--- config.mk ---
export PLATFORM = sky130hd
export DESIGN_NAME = multicycle_ctrl_flat
export DESIGN_NICKNAME = d
export VERILOG_FILES = /design/src/rtl/multicycle_ctrl_if.sv /design/src/rtl/multicycle_ctrl.sv /design/src/flat_wrapper.sv
export SDC_FILE = /design/constraint.sdc
export NUM_CORES = 1
export LEC_CHECK = 0
export ABC_AREA = 1
export CAP_MARGIN = 5
export CORE_MARGIN = 2
export CORE_UTILIZATION = 47
export CTS_BUF_LIST = sky130_fd_sc_hd__clkbuf_8
export CTS_CLUSTER_DIAMETER = 60
export CTS_CLUSTER_SIZE = 14
export DETAILED_ROUTE_END_ITERATION = 10
export GPL_ROUTABILITY_DRIVEN = 0
export PLACE_DENSITY = 0.79
export SETUP_SLACK_MARGIN = 0.4
export SLEW_MARGIN = 25
export SYNTH_ARGS = -nofsm -noshare
export SYNTH_HDL_FRONTEND = slang
export SYNTH_SLANG_ARGS = --single-unit
export TNS_END_PERCENT = 10
--- constraint.sdc ---
create_clock -name CLK -period 1.7 [get_ports CLK]
set_input_delay 0.34 -clock CLK [delete_from_list [all_inputs] [get_ports CLK]]
set_output_delay 0.34 -clock CLK [all_outputs]
set_load 0.005 [all_outputs]
--- src/rtl/multicycle_ctrl_if.sv ---
// Memory request handshake between the multi-cycle control unit and the
// instruction/data memory.
//   mem_req   : request, held until mem_ready is seen high
//   mem_we    : store request, qualifies mem_req
//   addr_sel  : memory address source (0 = PC, 1 = ALU result)
//   mem_ready : memory completes the current request this cycle
interface multicycle_ctrl_if;
    logic mem_req;
    logic mem_we;
    logic addr_sel;
    logic mem_ready;

    modport master (
        output mem_req,
        output mem_we,
        output addr_sel,
        input  mem_ready
    );

    modport slave (
        input  mem_req,
        input  mem_we,
        input  addr_sel,
        output mem_ready
    );
endinterface

--- src/rtl/multicycle_ctrl.sv ---
// Multi-cycle control unit for an RV32I core. Sequences one instruction at a
// time through fetch, decode, execute, memory and writeback, drives the
// datapath select lines, owns the memory handshake, traps on unsupported
// opcodes and counts retired instructions.
//
// Ports:
//   CLK, RESET_N         clock, asynchronous active-low reset
//   mem                  memory handshake (master side)
//   instr_opcode         opcode field of the instruction register
//   take_branch          branch condition from the ALU comparator
//   ir_we, pc_we, reg_we datapath write strobes
//   pc_src, imm_sel, alu_a_sel, alu_b_sel, alu_op, wb_sel  datapath selects
//   illegal              sticky trap flag
//   retired              one-cycle pulse per completed instruction
//   retire_count         retired-instruction counter (wraps)
//   state                current state, for debug
//
// state  | meaning
// IDLE   | after reset, all outputs quiet
// FETCH  | instruction read from memory at PC
// DECODE | opcode class latched
// EXEC   | ALU operation; branches resolve and retire here
// MEM    | load/store data access; stores retire here
// WB     | register writeback and PC update
// TRAP   | unsupported opcode, held until reset
module multicycle_ctrl #(
    parameter int CNT_W = 32
) (
    input  logic                 CLK,
    input  logic                 RESET_N,
    multicycle_ctrl_if.master    mem,
    input  logic [6:0]           instr_opcode,
    input  logic                 take_branch,
    output logic                 ir_we,
    output logic                 pc_we,
    output logic [1:0]           pc_src,
    output logic [2:0]           imm_sel,
    output logic [1:0]           alu_a_sel,
    output logic                 alu_b_sel,
    output logic [1:0]           alu_op,
    output logic                 reg_we,
    output logic [1:0]           wb_sel,
    output logic                 illegal,
    output logic                 retired,
    output logic [CNT_W-1:0]     retire_count,
    output logic [2:0]           state
);

    localparam logic [2:0] S_IDLE   = 3'd0;
    localparam logic [2:0] S_FETCH  = 3'd1;
    localparam logic [2:0] S_DECODE = 3'd2;
    localparam logic [2:0] S_EXEC   = 3'd3;
    localparam logic [2:0] S_MEM    = 3'd4;
    localparam logic [2:0] S_WB     = 3'd5;
    localparam logic [2:0] S_TRAP   = 3'd7;

    localparam logic [3:0] CLS_LOAD    = 4'd0;
    localparam logic [3:0] CLS_STORE   = 4'd1;
    localparam logic [3:0] CLS_BRANCH  = 4'd2;
    localparam logic [3:0] CLS_OPIMM   = 4'd3;
    localparam logic [3:0] CLS_OP      = 4'd4;
    localparam logic [3:0] CLS_LUI     = 4'd5;
    localparam logic [3:0] CLS_AUIPC   = 4'd6;
    localparam logic [3:0] CLS_JAL     = 4'd7;
    localparam logic [3:0] CLS_JALR    = 4'd8;
    localparam logic [3:0] CLS_ILLEGAL = 4'd15;

    localparam logic [2:0] IMM_I = 3'd0;
    localparam logic [2:0] IMM_S = 3'd1;
    localparam logic [2:0] IMM_B = 3'd2;
    localparam logic [2:0] IMM_U = 3'd3;
    localparam logic [2:0] IMM_J = 3'd4;

    localparam logic [1:0] PC_PLUS4 = 2'd0;
    localparam logic [1:0] PC_IMM   = 2'd1;
    localparam logic [1:0] PC_ALU   = 2'd2;

    localparam logic [1:0] A_RS1  = 2'd0;
    localparam logic [1:0] A_PC   = 2'd1;
    localparam logic [1:0] A_ZERO = 2'd2;

    localparam logic [1:0] OP_ADD  = 2'd0;
    localparam logic [1:0] OP_FUNC = 2'd1;
    localparam logic [1:0] OP_CMP  = 2'd2;

    localparam logic [1:0] WB_ALU = 2'd0;
    localparam logic [1:0] WB_MEM = 2'd1;
    localparam logic [1:0] WB_PC4 = 2'd2;

    logic [2:0]       state_q, state_d;
    logic [3:0]       cls_q, cls_d;
    logic [CNT_W-1:0] retire_count_q, retire_count_d;
    logic [3:0]       cls_dec;
    logic [2:0]       imm_fmt;

    always_comb begin
        case (instr_opcode)
            7'b0000011: cls_dec = CLS_LOAD;
            7'b0100011: cls_dec = CLS_STORE;
            7'b1100011: cls_dec = CLS_BRANCH;
            7'b0010011: cls_dec = CLS_OPIMM;
            7'b0110011: cls_dec = CLS_OP;
            7'b0110111: cls_dec = CLS_LUI;
            7'b0010111: cls_dec = CLS_AUIPC;
            7'b1101111: cls_dec = CLS_JAL;
            7'b1100111: cls_dec = CLS_JALR;
            default:    cls_dec = CLS_ILLEGAL;
        endcase
    end

    always_comb begin
        case (cls_q)
            CLS_STORE:           imm_fmt = IMM_S;
            CLS_BRANCH:          imm_fmt = IMM_B;
            CLS_LUI, CLS_AUIPC:  imm_fmt = IMM_U;
            CLS_JAL:             imm_fmt = IMM_J;
            default:             imm_fmt = IMM_I;
        endcase
    end

    always_comb begin
        state_d      = state_q;
        cls_d        = cls_q;
        mem.mem_req  = 1'b0;
        mem.mem_we   = 1'b0;
        mem.addr_sel = 1'b0;
        ir_we        = 1'b0;
        pc_we        = 1'b0;
        pc_src       = PC_PLUS4;
        imm_sel      = IMM_I;
        alu_a_sel    = A_RS1;
        alu_b_sel    = 1'b0;
        alu_op       = OP_ADD;
        reg_we       = 1'b0;
        wb_sel       = WB_ALU;
        illegal      = 1'b0;
        retired      = 1'b0;

        case (state_q)
            S_IDLE: state_d = S_FETCH;

            S_FETCH: begin
                mem.mem_req = 1'b1;
                if (mem.mem_ready) begin
                    ir_we   = 1'b1;
                    state_d = S_DECODE;
                end
            end

            S_DECODE: begin
                cls_d   = cls_dec;
                state_d = (cls_dec == CLS_ILLEGAL) ? S_TRAP : S_EXEC;
            end

            S_EXEC: begin
                imm_sel = imm_fmt;
                case (cls_q)
                    CLS_OP: begin
                        alu_op = OP_FUNC;
                    end
                    CLS_OPIMM: begin
                        alu_b_sel = 1'b1;
                        alu_op    = OP_FUNC;
                    end
                    CLS_AUIPC, CLS_JAL: begin
                        alu_a_sel = A_PC;
                        alu_b_sel = 1'b1;
                    end
                    CLS_LUI: begin
                        alu_a_sel = A_ZERO;
                        alu_b_sel = 1'b1;
                    end
                    CLS_BRANCH: begin
                        alu_op = OP_CMP;
                    end
                    default: begin
                        alu_b_sel = 1'b1;
                    end
                endcase

                if (cls_q == CLS_BRANCH) begin
                    pc_we   = 1'b1;
                    pc_src  = take_branch ? PC_IMM : PC_PLUS4;
                    retired = 1'b1;
                    state_d = S_FETCH;
                end else if (cls_q == CLS_LOAD || cls_q == CLS_STORE) begin
                    state_d = S_MEM;
                end else begin
                    state_d = S_WB;
                end
            end

            S_MEM: begin
                imm_sel      = imm_fmt;
                mem.mem_req  = 1'b1;
                mem.addr_sel = 1'b1;
                mem.mem_we   = (cls_q == CLS_STORE);
                if (mem.mem_ready) begin
                    if (cls_q == CLS_STORE) begin
                        pc_we   = 1'b1;
                        retired = 1'b1;
                        state_d = S_FETCH;
                    end else begin
                        state_d = S_WB;
                    end
                end
            end

            S_WB: begin
                imm_sel = imm_fmt;
                reg_we  = 1'b1;
                pc_we   = 1'b1;
                retired = 1'b1;
                state_d = S_FETCH;
                case (cls_q)
                    CLS_LOAD: wb_sel = WB_MEM;
                    CLS_JAL: begin
                        wb_sel = WB_PC4;
                        pc_src = PC_IMM;
                    end
                    CLS_JALR: begin
                        wb_sel = WB_PC4;
                        pc_src = PC_ALU;
                    end
                    default: wb_sel = WB_ALU;
                endcase
            end

            S_TRAP: illegal = 1'b1;

            default: state_d = S_IDLE;
        endcase

        retire_count_d = retired ? retire_count_q + CNT_W'(1) : retire_count_q;
    end

    always_ff @(posedge CLK or negedge RESET_N) begin
        if (!RESET_N) begin
            state_q        <= S_IDLE;
            cls_q          <= CLS_ILLEGAL;
            retire_count_q <= '0;
        end else begin
            state_q        <= state_d;
            cls_q          <= cls_d;
            retire_count_q <= retire_count_d;
        end
    end

    assign state        = state_q;
    assign retire_count = retire_count_q;

endmodule

--- src/flat_wrapper.sv ---
// flat-port wrapper written by rule: the top's interface ports become plain ports
module multicycle_ctrl_flat 
#(
    parameter int CNT_W = 32
)
  (CLK, RESET_N, instr_opcode, take_branch, ir_we, pc_we, pc_src, imm_sel, alu_a_sel, alu_b_sel, alu_op, reg_we, wb_sel, illegal, retired, retire_count, state, mem_mem_req, mem_mem_we, mem_addr_sel, mem_mem_ready);
  multicycle_ctrl_if mem_i ();
  input  logic CLK;
  input  logic RESET_N;
  input  logic [6:0] instr_opcode;
  input  logic take_branch;
  output logic ir_we;
  output logic pc_we;
  output logic [1:0] pc_src;
  output logic [2:0] imm_sel;
  output logic [1:0] alu_a_sel;
  output logic alu_b_sel;
  output logic [1:0] alu_op;
  output logic reg_we;
  output logic [1:0] wb_sel;
  output logic illegal;
  output logic retired;
  output logic [CNT_W-1:0] retire_count;
  output logic [2:0] state;
  output wire logic [$bits(mem_i.mem_req)-1:0] mem_mem_req;
  output wire logic [$bits(mem_i.mem_we)-1:0] mem_mem_we;
  output wire logic [$bits(mem_i.addr_sel)-1:0] mem_addr_sel;
  input wire logic [$bits(mem_i.mem_ready)-1:0] mem_mem_ready;
  assign mem_mem_req = mem_i.mem_req;
  assign mem_mem_we = mem_i.mem_we;
  assign mem_addr_sel = mem_i.addr_sel;
  assign mem_i.mem_ready = mem_mem_ready;
  multicycle_ctrl #(.CNT_W(CNT_W)) u_core (.CLK(CLK), .RESET_N(RESET_N), .mem(mem_i), .instr_opcode(instr_opcode), .take_branch(take_branch), .ir_we(ir_we), .pc_we(pc_we), .pc_src(pc_src), .imm_sel(imm_sel), .alu_a_sel(alu_a_sel), .alu_b_sel(alu_b_sel), .alu_op(alu_op), .reg_we(reg_we), .wb_sel(wb_sel), .illegal(illegal), .retired(retired), .retire_count(retire_count), .state(state));
endmodule
==> summary.txt <==
Drt
  – Vias per cell: 5.220
  – Post-route ant nets: 0
  – WL/cell: around 14 um
  – WL final: approximately 9000 um
  – Vias: 3,351
  – DRT Pass-1 Iters: 6
  – Drt first-iter violations: 221
  – DRC: 0

Timing
  – Unrepaired setup endpoints after global routing: yes
  – Clock Skew: 0.01244 ns
  – Final setup violation count: 42
  – Max Clock Freq: between 500 and 600 MHz
  – Period utilisation layout: 116.9%
  – Worst-Margin Slew: 0.4937 ns
  – Minimum clock period: 1.987 ns
  – Pins Over Slew Limit: 0
  – PnR worst setup slack: -0.2865 ns
  – Setup TNS: -4.776 ns
  – Final Hold Viols: 6
  – Slew HR: 67.08%
  – Fin Hold WS: -0.007119 ns

Die
  – Boundary pin count: 66
  – Die width: just over 80 um
  – Std cell rows: 28
  – Total core area: about 0.0058 sq mm
  – Die ar.: roughly 0.0066 sq mm
  – Initial Utilization: about half
  – Die H: around 81 um

Worst setup path
  – Worst r2r dst: u_core.retire_count[6]$_DFFE_PN0P_
  – Worst path cell trace: inv_2 -> nor2_4 -> inv_2 -> buf_6 -> nor2_4 -> a31oi_1 -> nor2_1 -> buf_2
  – Path depth of the worst reg2reg path: 13
  – Critical path arrival: 1.65 ns
  – Required @ worst endpoint: about 1.4 ns
  – Crit start category: register
  – Slowest stage delay, CP: 0.56 ns
  – Flop2flop setup slack: -0.14 ns
  – Kind of critical path: reg2out
  – Crit-path slowest cell: dfstp_2
  – Worst reg2reg path startpoint: u_core.cls_q[2]$_DFFE_PN1P_
  – Crit-path max FO: 2
  – CP Capture Type: output pin

Power
  – Psw: 1.927 mW
  – Clk pwr share: 14.6%
  – Share of power burned in registers: between 20% and 30%
  – Int Pwr: 2.799 mW
  – Logic gate share of total power: 56.3%
  – Switching Share: 40.77%
  – Peak VDD IR: 0.9296 mV
  – Power Total: 4.726 mW
  – Pwr Density: ~1100 mW/mm^2
  – Static Leak: 1.991 nW

Clock tree
  – Clock transition at path regs: about 0.080 ns
  – Hold buffer count at CTS: 0
  – Clock latency at the later pin of the worst-skew pair: approximately 0.3 ns
  – Clk sinks: 39
  – Root Driver: clkbuf_8
  – CTS tree: yes
  – CTS Buf Count: 5
  – H-tree depth: 2
  – Clock Tree Buf Depth: 2

Yosys
  – Seq cells post-synth: 39
  – Top_reg_cell synth: dfrtp_1
  – Largest area contributor in the netlist: dfrtp_1
  – Synth cell types: 28
  – YS warnings: 0
  – Cells after Synth: 446
  – Sequential cell area fraction in the yosys report: 35.13%
  – Asr flop ratio synth: 100.0%
  – Cell area after synthesis: 0.002793 sq mm
  – Syn_area_per_cell: 6.262 sq um
  – Post-synth EDFFs: 0
  – Ranking of synthesized cells by area: dfrtp_1, nand2_1, nor2_1, inv_1, nand3_1
  – Syn_nets: 458
  – Post-synth top area share: 31.36%

Place
  – IO buf count: 65
  – Pre-CTS setup slack: -0.3138 ns
  – Hpwl dp: approximately 6000 um

Layout
  – Fin util: 71.28%
  – Fillers: 482
  – Layout Nets: roughly 580
  – Area growth syn-to-layout: 48.43%
  – Layout cells sized above 1: about a third
  – Antenna cells: 0

Global routing
  – First-pass GRT wire length: 13,780 um
  – Vias in the first global route: 3,214
  – Largest net degree at the start of global routing: 23
  – GR Overflow Total: 0
  – Tot GR Track Use: between 20% and 30%
  – Initial antenna violation count: 0

Job
  – Max_cap viols: 0

Status
  – Failing checks: hold timing, setup timing
  – Status: finished, violations left

Min path
  – Tightest Hold Check Type: in2async
-- logic make-up (layout without fill, tap and decap cells) --
family                   after synthesis  in the layout  share of synthesized area (%)
AO/OA/AOI/OAI                         23             23                          4.167
XOR/XNOR                              15             15                          4.973
adder cells (fa/ha/maj)                1              1                         0.4480
buffers and inverters                 48            169                          7.975
flip-flops                            39             39                          35.13
AND/OR/NAND/NOR                      320            320                          47.31
-- through the flow --
stage / cells / instance area, sq um
finish: 642 / 4145
global route: 642 / 4145
detailed placement: 617 / 3765
CTS: 637 / 4015
global placement: 617 / 3765
floorplan: 446 / 2800
-- power groups by stage --
| stage | sequential (mW) | combinational, mW | clock [mW] |
|---|---|---|---|
| floorplan | 1.36 | 0.927 | 0 |
| global placement | 1.33 | 1.95 | 0 |
| detailed placement | 1.34 | 2.00 | 0 |
| CTS | 1.35 | 2.32 | 0.699 |
| global route | 1.40 | 2.87 | 0.732 |
| finish | 1.37 | 2.66 | 0.689 |
-- worst max-delay path by stage --
| stage | startpoint | to | slack, ns | depth (start not counted) |
|---|---|---|---|---|
| CTS | u_core.cls_q[2]$_DFFE_PN1P_ | pc_src[0] | -0.29 | 8 |
| detailed placement | u_core.cls_q[2]$_DFFE_PN1P_ | pc_src[0] | -0.31 | 7 |
| finish | u_core.cls_q[2]$_DFFE_PN1P_ | alu_op[0] | -0.29 | 8 |
| floorplan | u_core.cls_q[1]$_DFFE_PN1P_ | retired | -0.02 | 9 |
| global route | u_core.cls_q[1]$_DFFE_PN1P_ | pc_src[0] | -0.36 | 9 |
| global placement | u_core.cls_q[2]$_DFFE_PN1P_ | wb_sel[1] | -0.28 | 7 |
-- cell usage after synthesis, types with 2 or more instances --
| cell | instances |
|---|---|
| a21oi_1 | 4 |
| buf_6 | 2 |
| buf_8 | 2 |
| dfrtp_1 | 35 |
| dfstp_2 | 4 |
| inv_1 | 39 |
| inv_2 | 3 |
| nand2_1 | 189 |
| nand2_2 | 4 |
| nand3_1 | 23 |
| nand3b_1 | 8 |
| nor2_1 | 78 |
| nor2_2 | 7 |
| nor3_1 | 6 |
| o21ai_0 | 9 |
| o21ai_1 | 9 |
| xnor2_1 | 9 |
| xor2_1 | 5 |
-- worst max-delay path: cells and delay by family (launching register included) --
| family | cells | cell delay [ns] |
|---|---|---|
| buffers and inverters | 4 | 0.39 |
| flip-flops | 1 | 0.56 |
| AND/OR/NAND/NOR | 3 | 0.35 |
| AO/OA/AOI/OAI | 1 | 0.07 |
-- layer usage --
metal,GRT usage [%],vias to the layer above,share of wire [%]
met5,0,-,0
met4,11.53,0,4.0
met3,5.333,44,6.1
met2,50.00,156,52
met1,29.89,1536,38
li1,-,1615,-
-- what timing repair did --
action | in CTS | in global routing
pin swaps | 15 | 13
setup buffers | 12 | 5
resized for setup | 227 | 49
endpoints found under the setup margin | 93 | 75
-- placed cells by master, fill, tap and decap left out, types with 2 or more instances in the layout --
cell type / n
nand2_1: 178
nor2_1: 66
buf_4: 38
inv_1: 31
buf_2: 26
dfrtp_1: 21
buf_6: 20
nand3_1: 15
dfrtp_2: 14
clkdlybuf4s15_1: 13
nand2_2: 12
nor2_2: 10
nor2_4: 10
o21ai_1: 10
nand3_2: 9
xnor2_1: 9
inv_2: 8
nand3b_1: 8
clkbuf_8: 7
clkdlybuf4s50_1: 7
o21ai_0: 6
dlygate4sd2_1: 6
xor2_1: 5
nand2_4: 4
nor3_1: 4
clkbuf_2: 4
dfstp_2: 4
inv_4: 3
buf_12: 3
o21ai_2: 2
a21oi_2: 2
a21oi_1: 2
clkdlybuf4s15_2: 2
-- layout make-up --
type | count | area [sq um] | share of cell area, %
clock buffers | 7 | 96.34 | 2.324
clock inverters | 1 | 3.754 | 0.09055
inverters | 42 | 172.7 | 4.165
multi-input cells | 359 | 1784 | 43.04
flip-flops and latches | 39 | 998.5 | 24.09
well taps | 75 | 93.84 | 2.264
repair buffers | 119 | 996.0 | 24.03
-- registers in the layout, summed over array words and instances, names as in the netlist --
signal / count
u_core.cls_q: 4
u_core.retire_count: 32
u_core.state: 3
(Power assumes the default switching activity.)
